==> src/rtl/serial_pkg.sv <==
`default_nettype none
// ============================================================================
// Module      : serial_pkg
// Description : Shared types for the w_serializer front end.
//               ser_state_t - serializer FSM state encoding.
// Revision    : 1.0 - initial release
// ============================================================================
package serial_pkg;

  typedef enum logic [0:0] {
    S_IDLE  = 1'b0,
    S_SHIFT = 1'b1
  } ser_state_t;

endpackage : serial_pkg
`default_nettype wire

==> src/rtl/bit_tick_gen.sv <==
`default_nettype none
// ============================================================================
// Module      : bit_tick_gen
// Description : Bit-period divider. A down-counter that is reloaded to
//               CLKS_PER_BIT-1 on load_i and otherwise counts down to zero
//               while en_i is high. tick_o flags the final clock of a bit.
// Ports       : clk     - clock, rising edge
//               rst_n   - asynchronous active-low reset (counter -> 0)
//               load_i  - reload the counter (wins over en_i)
//               en_i    - allow the counter to decrement
//               tick_o  - counter is zero
// Revision    : 1.0 - initial release
// ============================================================================
module bit_tick_gen #(
  parameter int unsigned CLKS_PER_BIT = 1
) (
  input  logic clk,
  input  logic rst_n,
  input  logic load_i,
  input  logic en_i,
  output logic tick_o
);

  localparam int unsigned c_CNT_W = $clog2(CLKS_PER_BIT + 1);
  localparam logic [c_CNT_W-1:0] c_RELOAD = c_CNT_W'(CLKS_PER_BIT - 1);

  logic [c_CNT_W-1:0] cnt_q;
  logic [c_CNT_W-1:0] cnt_d;

  always_comb begin
    cnt_d = cnt_q;
    if (load_i) begin
      cnt_d = c_RELOAD;
    end else if (en_i && (cnt_q != '0)) begin
      cnt_d = cnt_q - 1'b1;
    end
  end

  always_ff @(posedge clk or negedge rst_n) begin
    if (!rst_n) begin
      cnt_q <= '0;
    end else begin
      cnt_q <= cnt_d;
    end
  end

  assign tick_o = (cnt_q == '0);

endmodule : bit_tick_gen
`default_nettype wire

==> src/rtl/w_serializer.sv <==
`default_nettype none
// ============================================================================
// Module      : w_serializer
// Description : Parallel-to-serial front end producing the registered w
//               stream for the downstream sequence detector. Words are
//               accepted on a valid/ready handshake and shifted out one bit
//               at a time, each bit held CLKS_PER_BIT clocks. Back-to-back
//               words run with no gap; otherwise w rests at IDLE_LEVEL.
// Ports       : clk        - clock, rising edge
//               Reset      - asynchronous active-low reset
//               din        - word to serialize (sampled on accept only)
//               din_valid  - din holds a word
//               din_ready  - a word can be accepted this cycle
//               w          - serial bit stream (registered)
//               w_valid    - high on the first clock of each bit
//               busy       - a word is in flight
// Revision    : 1.0 - initial release
// ============================================================================
module w_serializer
  import serial_pkg::*;
#(
  parameter int unsigned WIDTH        = 8,
  parameter int unsigned CLKS_PER_BIT = 1,
  parameter bit          MSB_FIRST    = 1'b1,
  parameter bit          IDLE_LEVEL   = 1'b0
) (
  input  logic             clk,
  input  logic             Reset,
  input  logic [WIDTH-1:0] din,
  input  logic             din_valid,
  output logic             din_ready,
  output logic             w,
  output logic             w_valid,
  output logic             busy
);

  localparam int unsigned c_BIT_W = $clog2(WIDTH + 1);
  localparam logic [c_BIT_W-1:0] c_LAST_BIT = c_BIT_W'(WIDTH - 1);

  ser_state_t         state_q, state_d;
  logic [WIDTH-1:0]   shreg_q, shreg_d;
  logic [c_BIT_W-1:0] bitcnt_q, bitcnt_d;
  logic               w_q, w_d;
  logic               w_valid_q, w_valid_d;

  logic               tick;
  logic               div_load;
  logic               last_cycle;
  logic               accept;
  logic [WIDTH-1:0]   shreg_nxt;
  logic               din_first_bit;
  logic               next_bit;

  // Bit order is fixed at elaboration: the outgoing bit always sits at the
  // "front" end of the shift register, so the next bit is read from the
  // register after it has been shifted. For WIDTH=1 the shifted value is
  // never used because every divider expiry is a last cycle.
  if (MSB_FIRST) begin : g_msb_first
    assign shreg_nxt     = shreg_q << 1;
    assign din_first_bit = din[WIDTH-1];
    assign next_bit      = shreg_nxt[WIDTH-1];
  end else begin : g_lsb_first
    assign shreg_nxt     = shreg_q >> 1;
    assign din_first_bit = din[0];
    assign next_bit      = shreg_nxt[0];
  end

  bit_tick_gen #(
    .CLKS_PER_BIT (CLKS_PER_BIT)
  ) u_tick (
    .clk    (clk),
    .rst_n  (Reset),
    .load_i (div_load),
    .en_i   (state_q == S_SHIFT),
    .tick_o (tick)
  );

  // Ready is a pure decode of registered state so there is no
  // combinational path from din_valid back to din_ready.
  assign last_cycle = (state_q == S_SHIFT) && tick && (bitcnt_q == '0);
  assign din_ready  = (state_q == S_IDLE) || last_cycle;
  assign accept     = din_valid && din_ready;

  always_comb begin
    state_d   = state_q;
    shreg_d   = shreg_q;
    bitcnt_d  = bitcnt_q;
    w_d       = w_q;
    w_valid_d = 1'b0;
    div_load  = 1'b0;

    if (accept) begin
      // Same load path from IDLE and from the last cycle of a word,
      // which is what makes back-to-back words gapless.
      state_d   = S_SHIFT;
      shreg_d   = din;
      bitcnt_d  = c_LAST_BIT;
      w_d       = din_first_bit;
      w_valid_d = 1'b1;
      div_load  = 1'b1;
    end else if (state_q == S_SHIFT) begin
      if (tick) begin
        if (bitcnt_q != '0) begin
          shreg_d   = shreg_nxt;
          bitcnt_d  = bitcnt_q - 1'b1;
          w_d       = next_bit;
          w_valid_d = 1'b1;
          div_load  = 1'b1;
        end else begin
          state_d = S_IDLE;
          w_d     = IDLE_LEVEL;
        end
      end
    end else begin
      w_d = IDLE_LEVEL;
    end
  end

  always_ff @(posedge clk or negedge Reset) begin
    if (!Reset) begin
      state_q   <= S_IDLE;
      shreg_q   <= '0;
      bitcnt_q  <= '0;
      w_q       <= IDLE_LEVEL;
      w_valid_q <= 1'b0;
    end else begin
      state_q   <= state_d;
      shreg_q   <= shreg_d;
      bitcnt_q  <= bitcnt_d;
      w_q       <= w_d;
      w_valid_q <= w_valid_d;
    end
  end

  assign w       = w_q;
  assign w_valid = w_valid_q;
  assign busy    = (state_q == S_SHIFT);

endmodule : w_serializer
`default_nettype wire
==> config.mk <==
export PLATFORM = sky130hd
export DESIGN_NAME = w_serializer
export DESIGN_NICKNAME = d
export VERILOG_FILES = /design/src/rtl/serial_pkg.sv /design/src/rtl/bit_tick_gen.sv /design/src/rtl/w_serializer.sv
export SDC_FILE = /design/constraint.sdc
export NUM_CORES = 1
export LEC_CHECK = 0
export CORE_AREA = 3 3 46 48
export CTS_CLUSTER_SIZE = 28
export DETAILED_ROUTE_END_ITERATION = 7
export DIE_AREA = 0 0 49 51
export GPL_TIMING_DRIVEN = 1
export PLACE_DENSITY = 0.74
export SETUP_SLACK_MARGIN = 0.15
export SKIP_CTS_REPAIR_TIMING = 1
export SLEW_MARGIN = 10
export SYNTH_ARGS = -nofsm -noshare
export SYNTH_HDL_FRONTEND = slang
export SYNTH_HIERARCHICAL = 1
export SYNTH_SLANG_ARGS = --single-unit
export TNS_END_PERCENT = 10
==> constraint.sdc <==
create_clock -name clk -period 3 [get_ports clk]
set_input_delay 0.3 -clock clk [delete_from_list [all_inputs] [get_ports clk]]
set_output_delay 0.3 -clock clk [all_outputs]
set_load 0.02 [all_outputs]
### Yosys cells after proc, flatten, opt, wreduce, memory -nomap -nowiden

Cells that the tools add are included.

| operators by class | value |
|---|---|
| add/sub/neg operators | 2 |
| equality and inequality tests | 2 |
| muxes and demuxes | 21 |
| bitwise operators | 2 |
| reductions and logical operators | 11 |

Operators with widths:

| kind | number |
|---|---|
| $mux 7 | 4 |
| $mux 4 | 4 |
| $mux 1 | 13 |
| $reduce_bool 2->1 | 3 |
| $logic_and 1x1->1 | 4 |
| $logic_not 4->1 | 1 |
| $reduce_bool 4->1 | 1 |
| $sub 4x1->4 const B | 1 |
| $ne 3x3->1 const B | 1 |
| $reduce_and 3->1 | 1 |
| $ne 2x2->1 const B | 1 |
| $not 1->1 | 2 |
| $logic_or 1x1->1 | 1 |
| $sub 1x1->1 const B | 1 |

| word-level totals | value |
|---|---|
| register bits | 15 |
| output and inout bits | 4 |
| logic and storage cells | 44 |

### Depth between registers and ports, before layout

Gate-level depths: netlist of the first run.

| depth | value |
|---|---|
| word-level depth | 7 |
| depth in mapped cells | 6 |

### By module

Netlist of the first run, hierarchy kept.

Modules (own cells, without submodules):

| module | instances | cells each | area an instance (um^2) |
|---|---|---|---|
| w_serializer | 1 | 82 | 832.0 |
| bit_tick_gen | 1 | 3 | 41.3 |

### Worst setup path before layout of the first run

Ideal clock, no wire load.

| path | value |
|---|---|
| path kind | reg-to-output |
| from | reg bitcnt_q[0] |
| to | out din_ready |
| data arrival time | 1.349 ns |
| data required time | 2.700 ns |
| slack | 1.351 ns |
| stages on the path, launching flop included | 6 |
| buffers on the path | 1 |
| cell sequence | dfrtp_1 -> inv_1 -> ha_1 -> or3b_1 -> buf_6 -> o21ai_4 |

| between the ends | value |
|---|---|
| word-level cells in the longest chain between the ends | 3 |

RTL lines:

| what | RTL line | RTL |
|---|---|---|
| from (decl) | w_serializer.sv:42 | `logic [c_BIT_W-1:0] bitcnt_q, bitcnt_d;` |
| from (signal assigned) | w_serializer.sv:129 | `bitcnt_q <= bitcnt_d;` |
| $logic_not 4->1 | w_serializer.sv:80 | `assign last_cycle = (state_q == S_SHIFT) && tick && (bitcnt_q == '0);` |
| $logic_and 1x1->1 | w_serializer.sv:80 |  |
| $logic_or 1x1->1 | w_serializer.sv:81 | `assign din_ready = (state_q == S_IDLE) \|\| last_cycle;` |
| to (decl) | w_serializer.sv:31 | `output logic din_ready,` |

No other way between the ends.

### Worst setup path in the final report of the first run

Same ends and word-level chain as after synthesis.

==> results of run 1 <==
## registers in the layout (all words and copies together) (netlist names)
name	flops
u_tick/cnt_q	1
busy	1
w	1
shreg_q	7
w_valid	1
bitcnt_q	4
## path summary, 6_finish.rpt
check	end	slack, ns	cells past startpoint	startpoint
max in group asynchronous	bitcnt_q[0]$_DFFE_PN0P_	2.16	1	Reset
min in group clk	shreg_q[0]$_DFFE_PN0P_	0.51	1	shreg_q[0]$_DFFE_PN0P_
setup reg to reg	bitcnt_q[2]$_DFFE_PN0P_	1.07	6	bitcnt_q[0]$_DFFE_PN0P_
setup / recovery	din_ready	0.34	5	bitcnt_q[0]$_DFFE_PN0P_
hold reg to reg	shreg_q[0]$_DFFE_PN0P_	0.51	1	shreg_q[0]$_DFFE_PN0P_
hold / removal	shreg_q[4]$_DFFE_PN0P_	0.41	1	Reset
## final cells by class
type                            instances  area, um2  share of cell area
Multi-Input combinational cell         54        418               0.402
Sequential cell                        15        375               0.361
Timing Repair Buffer                   14        140               0.135
Inverter                               12       47.5              0.0458
Tap cell                               25       31.3              0.0301
Clock buffer                            4       26.3              0.0253
## kinds of logic (layout without fill, tap and decap cells)
group / after synthesis / after routing / synth area share
flops: 15 / 15 / 0.430
compound gates: 21 / 21 / 0.262
simple gates: 31 / 31 / 0.191
mux: 1 / 1 / 0.0115
buf+inv: 16 / 30 / 0.0917
fa+ha+maj: 1 / 1 / 0.0143
## layer usage
metal,GRT usage,vias to the layer above
li1,-,335
met1,0.224,319
met2,0.258,14
met3,0.0321,4
met4,0.0948,0
met5,0,-
## metrics by stage
| step | instance area, um2 | std cells | worst slack, ns | hold WS (ns) |
|---|---|---|---|---|
| 2_1_floorplan | 873 | 85 | 1.35 | 0.00441 |
| 3_3_place_gp | 1010 | 120 | 0.689 | 0.486 |
| 3_5_place_dp | 1010 | 120 | 0.645 | 0.485 |
| 4_1_cts | 1040 | 124 | 0.319 | 0.441 |
| 5_1_grt | 1040 | 124 | 0.201 | 0.459 |
| 6_report | 1040 | 124 | 0.335 | 0.411 |
## power breakdown
group	leakage (nW)	internal (mW)	switching, mW	total (mW)
Combinational	0.241	0.206	0.209	0.415
Sequential	0.181	0.280	0.0617	0.342
Clock	0.0150	0.0517	0.0680	0.120
## placed cells by master (no fill, tap or decap), types with 2 or more instances in the layout
cell,count
sky130_fd_sc_hd__nor3b_2,2
sky130_fd_sc_hd__a2111oi_2,6
sky130_fd_sc_hd__nor2_1,6
sky130_fd_sc_hd__a2bb2oi_1,2
sky130_fd_sc_hd__dfrtp_1,15
sky130_fd_sc_hd__clkbuf_4,3
sky130_fd_sc_hd__nand2_1,5
sky130_fd_sc_hd__inv_1,11
sky130_fd_sc_hd__o21ai_0,3
sky130_fd_sc_hd__clkdlybuf4s50_1,14
sky130_fd_sc_hd__nor3_1,12
==> impl_metrics.xml, run 1 <==
<?xml version="1.0" encoding="UTF-8"?>
<metrics>
  <group name="power">
    <metric name="p_total" unit="mW">0.876</metric>
    <metric name="leakage" unit="nW">0.437</metric>
    <metric name="ir_drop" unit="V">0.000353</metric>
    <metric name="power.density" unit="nW/um2">844</metric>
  </group>
  <group name="global_route">
    <metric name="grt_antenna_before_repair" unit="">0</metric>
    <metric name="maximum_number_of_pins_on_one_net_before_global_route_repair" unit="">16</metric>
    <metric name="total_global_routing_overflow" unit="">0</metric>
    <metric name="grt.total_usage" unit="">0.169</metric>
    <metric name="vias_in_the_first_global_route" unit="">695</metric>
    <metric name="grt_first_pass_wirelength" unit="um">3210</metric>
  </group>
  <group name="setup_path">
    <metric name="crit_path_cell_trace" unit="">inv_1, ha_1, or3b_1, o21ai_4, clkdlybuf4s50_1</metric>
    <metric name="startpoint_type" unit="">register</metric>
    <metric name="crit_fanout" unit="">8</metric>
    <metric name="crit_buf_inv" unit="">2</metric>
    <metric name="kind_of_cell_adding_the_most_delay_to_the_critical_path" unit="">buffers and inverters</metric>
    <metric name="crit_type" unit="">register to output port</metric>
    <metric name="critPathCaptureType" unit="">output port</metric>
    <metric name="timing.critical_path.arrival" unit="ns">2.36</metric>
    <metric name="timing.critical_path.slowest_stage_cell" unit="">sky130_fd_sc_hd__clkdlybuf4s50_1</metric>
    <metric name="critical-path-max-stage-delay" unit="ns">0.64</metric>
    <metric name="data_required_time_at_the_worst_endpoint" unit="ns">2.70</metric>
  </group>
  <group name="floorplanning">
    <metric name="core_region_area" unit="um2">1750</metric>
    <metric name="floorplan.die.height" unit="um">51</metric>
    <metric name="die_x" unit="um">49</metric>
    <metric name="std_cell_rows" unit="">15</metric>
    <metric name="floorplan.initialDensity" unit="">0.500</metric>
    <metric name="die_area" unit="um2">2500</metric>
    <metric name="io-pin-count" unit="">15</metric>
  </group>
  <group name="drt">
    <metric name="wl_met3" unit="um">61</metric>
    <metric name="detailroute.wirelength.met2" unit="um">795</metric>
    <metric name="postRouteAntennaNets" unit="">0</metric>
    <metric name="detail_route.drc_violations" unit="">0</metric>
    <metric name="viasPerCell" unit="">5.42</metric>
    <metric name="wirelength" unit="um">1740</metric>
    <metric name="drt_pass1_iterations" unit="">2</metric>
    <metric name="avgRoutedWirePerCell" unit="um">14.0</metric>
    <metric name="detailedRoute.firstIterationViolations" unit="">4</metric>
    <metric name="met1_length" unit="um">848</metric>
    <metric name="num_vias" unit="">672</metric>
    <metric name="highest_layer" unit="">met4</metric>
  </group>
  <group name="timing">
    <metric name="min_period_over_period" unit="">0.888</metric>
    <metric name="setup-violations-final" unit="">0</metric>
    <metric name="min_period" unit="ns">2.66</metric>
    <metric name="rsz0062_at_grt" unit="">no</metric>
    <metric name="maxSlewViolCount" unit="">0</metric>
    <metric name="timing_worst_slew_pin_value" unit="ns">0.722</metric>
    <metric name="setup_tns" unit="ns">0</metric>
    <metric name="finClkSkew" unit="ns">0.00337</metric>
    <metric name="maxSlewHeadroom" unit="">0.517</metric>
    <metric name="finalHoldViolations" unit="">0</metric>
    <metric name="achievable-frequency" unit="MHz">375</metric>
  </group>
  <group name="synth">
    <metric name="synth_top_area_frac" unit="">0.430</metric>
    <metric name="synth_fp_nets" unit="">97</metric>
    <metric name="share_of_async_settable_or_async_resettable_flops_after_synthesis" unit="">1.00</metric>
    <metric name="synth.top_cells.by_area" unit="">sky130_fd_sc_hd__dfrtp_1 (43%), sky130_fd_sc_hd__a2111oi_2 (10%), sky130_fd_sc_hd__nor3_1 (6.9%)</metric>
    <metric name="synth_most_common_cell" unit="">sky130_fd_sc_hd__dfrtp_1</metric>
    <metric name="synth_common_cells" unit="">sky130_fd_sc_hd__dfrtp_1 (15), sky130_fd_sc_hd__nor3_1 (12), sky130_fd_sc_hd__inv_1 (11), sky130_fd_sc_hd__a2111oi_2 (6), sky130_fd_sc_hd__nor2_1 (6)</metric>
    <metric name="number_of_flops_mapped_to_enable_cells_by_yosys" unit="">0</metric>
    <metric name="yosys.area.top_type" unit="">sky130_fd_sc_hd__dfrtp_1</metric>
    <metric name="synth_seq_cells" unit="">15</metric>
    <metric name="synth_area_per_cell" unit="um2">10.3</metric>
    <metric name="yosys.cell_types.count" unit="">31</metric>
    <metric name="proportion_of_synthesized_chip_area_in_sequential_cells" unit="">0.430</metric>
    <metric name="yosys_warnings" unit="">6</metric>
    <metric name="netlist_instances" unit="">85</metric>
    <metric name="synth_flop_cell" unit="">sky130_fd_sc_hd__dfrtp_1</metric>
    <metric name="post_synthesis_instance_area" unit="um2">873</metric>
  </group>
  <group name="flow_run">
    <metric name="max-cap-violations" unit="">0</metric>
  </group>
  <group name="place">
    <metric name="buffer_ports.inserted" unit="">14</metric>
    <metric name="dpl.hpwl" unit="um">1260</metric>
    <metric name="weighted_congestion_at_the_end_of_routability_driven_global_placement" unit="">0.794</metric>
  </group>
  <group name="clock_network">
    <metric name="clk_latency" unit="ns">0.29</metric>
    <metric name="cts_tree" unit="">yes</metric>
    <metric name="clockBufferDepth" unit="">2</metric>
    <metric name="cts-htree-levels" unit="">1</metric>
    <metric name="cts_made_buffers" unit="">3</metric>
    <metric name="clk_transition_reported_paths" unit="ns">0.09</metric>
    <metric name="clock_sink_count" unit="">15</metric>
    <metric name="ctsRootBufferMaster" unit="">sky130_fd_sc_hd__clkbuf_4</metric>
  </group>
  <group name="layout">
    <metric name="utilization" unit="">0.595</metric>
    <metric name="area_growth" unit="%">18.9</metric>
    <metric name="fillers" unit="">161</metric>
    <metric name="antennaDiodeCount" unit="">0</metric>
    <metric name="final_nets" unit="">112</metric>
    <metric name="share_of_cells_above_drive_strength_1" unit="">0.172</metric>
  </group>
  <group name="status">
    <metric name="status" unit="">completed</metric>
  </group>
  <group name="worst_hold_path">
    <metric name="hold_path.class" unit="">input pin to async pin</metric>
  </group>
</metrics>
No activity file was read; power rests on OpenSTA's default activity.
==> run 2, diff against run 1 <==
--- a/config.mk
+++ b/config.mk
@@ -5,13 +5,14 @@
 export SDC_FILE = /design/constraint.sdc
 export NUM_CORES = 1
 export LEC_CHECK = 0
-export CORE_AREA = 3 3 46 48
+export CELL_PAD_IN_SITES_DETAIL_PLACEMENT = 1
+export CELL_PAD_IN_SITES_GLOBAL_PLACEMENT = 1
+export CORE_AREA = 3 3 55 47
 export CTS_CLUSTER_SIZE = 28
 export DETAILED_ROUTE_END_ITERATION = 7
-export DIE_AREA = 0 0 49 51
+export DIE_AREA = 0 0 58 50
 export GPL_TIMING_DRIVEN = 1
-export PLACE_DENSITY = 0.74
-export SETUP_SLACK_MARGIN = 0.15
+export PLACE_DENSITY_LB_ADDON = 0.1
 export SKIP_CTS_REPAIR_TIMING = 1
 export SLEW_MARGIN = 10
 export SYNTH_ARGS = -nofsm -noshare
==> impl_metrics.xml, run 2 (synthesis gave the netlist of run 1 again) <==
<?xml version="1.0" encoding="UTF-8"?>
<metrics>
  <group name="setup_path">
    <metric name="crit_fanout" unit="">8</metric>
    <metric name="critPathCaptureType" unit="">output port</metric>
    <metric name="critical-path-max-stage-delay" unit="ns">0.64</metric>
    <metric name="startpoint_type" unit="">register</metric>
    <metric name="kind_of_cell_adding_the_most_delay_to_the_critical_path" unit="">buffers and inverters</metric>
    <metric name="timing.critical_path.slowest_stage_cell" unit="">sky130_fd_sc_hd__clkdlybuf4s50_1</metric>
    <metric name="timing.critical_path.arrival" unit="ns">2.41</metric>
    <metric name="crit_type" unit="">register to output port</metric>
    <metric name="data_required_time_at_the_worst_endpoint" unit="ns">2.70</metric>
    <metric name="crit_path_cell_trace" unit="">inv_1, ha_1, or3b_1, o21ai_4, clkdlybuf4s50_1</metric>
    <metric name="crit_buf_inv" unit="">2</metric>
  </group>
  <group name="status">
    <metric name="status" unit="">completed</metric>
  </group>
  <group name="timing">
    <metric name="rsz0062_at_grt" unit="">no</metric>
    <metric name="min_period_over_period" unit="">0.903</metric>
    <metric name="maxSlewViolCount" unit="">0</metric>
    <metric name="maxSlewHeadroom" unit="">0.512</metric>
    <metric name="achievable-frequency" unit="MHz">369</metric>
    <metric name="finClkSkew" unit="ns">0.00107</metric>
    <metric name="whs" unit="ns">0.432</metric>
    <metric name="min_period" unit="ns">2.71</metric>
    <metric name="setup_tns" unit="ns">0</metric>
    <metric name="setup-violations-final" unit="">0</metric>
    <metric name="timing_worst_slew_pin_value" unit="ns">0.730</metric>
    <metric name="finalHoldViolations" unit="">0</metric>
  </group>
  <group name="layout">
    <metric name="max_flop_register" unit="">shreg_q</metric>
    <metric name="layout_commonest_cell" unit="">sky130_fd_sc_hd__dfrtp_1</metric>
    <metric name="layout.cells.most_common_list" unit="">sky130_fd_sc_hd__dfrtp_1 (15), sky130_fd_sc_hd__clkdlybuf4s50_1 (14), sky130_fd_sc_hd__nor3_1 (12)</metric>
    <metric name="utilization" unit="">0.494</metric>
    <metric name="share_of_cells_above_drive_strength_1" unit="">0.172</metric>
    <metric name="antennaDiodeCount" unit="">0</metric>
    <metric name="biggestRegsByFlops" unit="">shreg_q x7, bitcnt_q x4</metric>
    <metric name="area_growth" unit="%">18.9</metric>
    <metric name="largest_reg_flops" unit="">7</metric>
    <metric name="final-instance-count-excl-fill" unit="">124</metric>
    <metric name="final_nets" unit="">112</metric>
  </group>
  <group name="clock_network">
    <metric name="clk_transition_reported_paths" unit="ns">0.08</metric>
    <metric name="clockBufferDepth" unit="">2</metric>
    <metric name="cts_tree" unit="">yes</metric>
    <metric name="ctsRootBufferMaster" unit="">sky130_fd_sc_hd__clkbuf_4</metric>
    <metric name="clk_latency" unit="ns">0.28</metric>
    <metric name="cts-htree-levels" unit="">1</metric>
    <metric name="cts_made_buffers" unit="">3</metric>
    <metric name="clock_sink_count" unit="">15</metric>
  </group>
  <group name="place">
    <metric name="dpl.hpwl" unit="um">1480</metric>
    <metric name="weighted_congestion_at_the_end_of_routability_driven_global_placement" unit="">0.722</metric>
    <metric name="dpl.cell_count" unit="">120</metric>
    <metric name="buffer_ports.inserted" unit="">14</metric>
  </group>
  <group name="drt">
    <metric name="avgRoutedWirePerCell" unit="um">16.0</metric>
    <metric name="drt_pass1_iterations" unit="">4</metric>
    <metric name="viasPerCell" unit="">5.56</metric>
    <metric name="postRouteAntennaNets" unit="">0</metric>
    <metric name="detail_route.drc_violations" unit="">0</metric>
    <metric name="detailedRoute.firstIterationViolations" unit="">10</metric>
    <metric name="num_vias" unit="">690</metric>
    <metric name="wirelength" unit="um">1990</metric>
  </group>
  <group name="global_route">
    <metric name="grt_antenna_before_repair" unit="">0</metric>
    <metric name="vias_in_the_first_global_route" unit="">725</metric>
    <metric name="groute.layer.met3.usage" unit="">0.0576</metric>
    <metric name="total_global_routing_overflow" unit="">0</metric>
    <metric name="globalRoute.busiestLayer" unit="">met2</metric>
    <metric name="grt.total_usage" unit="">0.163</metric>
    <metric name="gr-usage-met2" unit="">0.261</metric>
    <metric name="grt_util_met1" unit="">0.212</metric>
    <metric name="maximum_number_of_pins_on_one_net_before_global_route_repair" unit="">16</metric>
    <metric name="grt_first_pass_wirelength" unit="um">3530</metric>
  </group>
  <group name="power">
    <metric name="ir_drop" unit="V">0.000491</metric>
    <metric name="leakage" unit="nW">0.437</metric>
    <metric name="power.density" unit="nW/um2">848</metric>
  </group>
  <group name="floorplanning">
    <metric name="floorplan.initialDensity" unit="">0.415</metric>
    <metric name="core_region_area" unit="um2">2100</metric>
    <metric name="std_cell_rows" unit="">15</metric>
    <metric name="floorplan.die.height" unit="um">50</metric>
    <metric name="die_x" unit="um">58</metric>
    <metric name="io-pin-count" unit="">15</metric>
    <metric name="die_area" unit="um2">2900</metric>
  </group>
  <group name="flow_run">
    <metric name="max-cap-violations" unit="">0</metric>
  </group>
  <group name="worst_hold_path">
    <metric name="hold_path.class" unit="">input pin to async pin</metric>
  </group>
</metrics>
run 2: cell counts in the layout (fill, tap and decap cells not counted):
No cell type changed its count.
run 2: power by group:
group | internal, mW | switching, mW | total, mW
clock | 0.0517 | 0.0636 | 0.115
sequential | 0.280 | 0.0666 | 0.347
combinational | 0.206 | 0.212 | 0.419
total | 0.538 | 0.343 | 0.881
run 2: layout make-up:
| type | count | area (um2) |
|---|---|---|
| Multi-Input combinational cell | 54 | 418 |
| Inverter | 12 | 47.5 |
| Timing Repair Buffer | 14 | 140 |
| Sequential cell | 15 | 375 |
| Tap cell | 25 | 31.3 |
| Clock buffer | 4 | 26.3 |
| Fill cell | 251 | 1060 |
run 2: final timing paths:
check | from | endpoint | slack, ns | depth (start not counted)
min in group clk | shreg_q[0]$_DFFE_PN0P_ | shreg_q[0]$_DFFE_PN0P_ | 0.53 | 1
max | bitcnt_q[0]$_DFFE_PN0P_ | din_ready | 0.29 | 5
min reg2reg | shreg_q[0]$_DFFE_PN0P_ | shreg_q[0]$_DFFE_PN0P_ | 0.53 | 1
min | Reset | w_valid$_DFF_PN0_ | 0.43 | 1
max in group asynchronous | Reset | bitcnt_q[1]$_DFFE_PN0P_ | 2.13 | 1
max reg2reg | bitcnt_q[0]$_DFFE_PN0P_ | u_tick/cnt_q$_DFFE_PN0P_ | 1.02 | 6
run 2: per-stage QoR:
step,instance area [um2],power (mW),worst slack [ns]
CTS,1040,0.899,0.260
global placement,1010,0.763,0.684
global route,1040,0.967,0.131
detailed placement,1010,0.776,0.620
floorplan,873,0.664,1.35
finish,1040,0.881,0.292
run 2: worst reg2reg max path: stages (launching register included):
cell	delay [ns]
sky130_fd_sc_hd__dfrtp_1	0.43
sky130_fd_sc_hd__inv_1	0.07
sky130_fd_sc_hd__ha_1	0.21
sky130_fd_sc_hd__nor3b_2	0.64
sky130_fd_sc_hd__a21o_4	0.32
sky130_fd_sc_hd__inv_4	0.06
sky130_fd_sc_hd__nor3b_2	0.17
run 2: layer usage:
layer	share of wire	wire length, um	vias to the layer above
li1	-	-	334
met1	0.49	976	340
met2	0.46	912	14
met3	0.042	84	2
met4	0.0055	11	0
met5	0	0	-
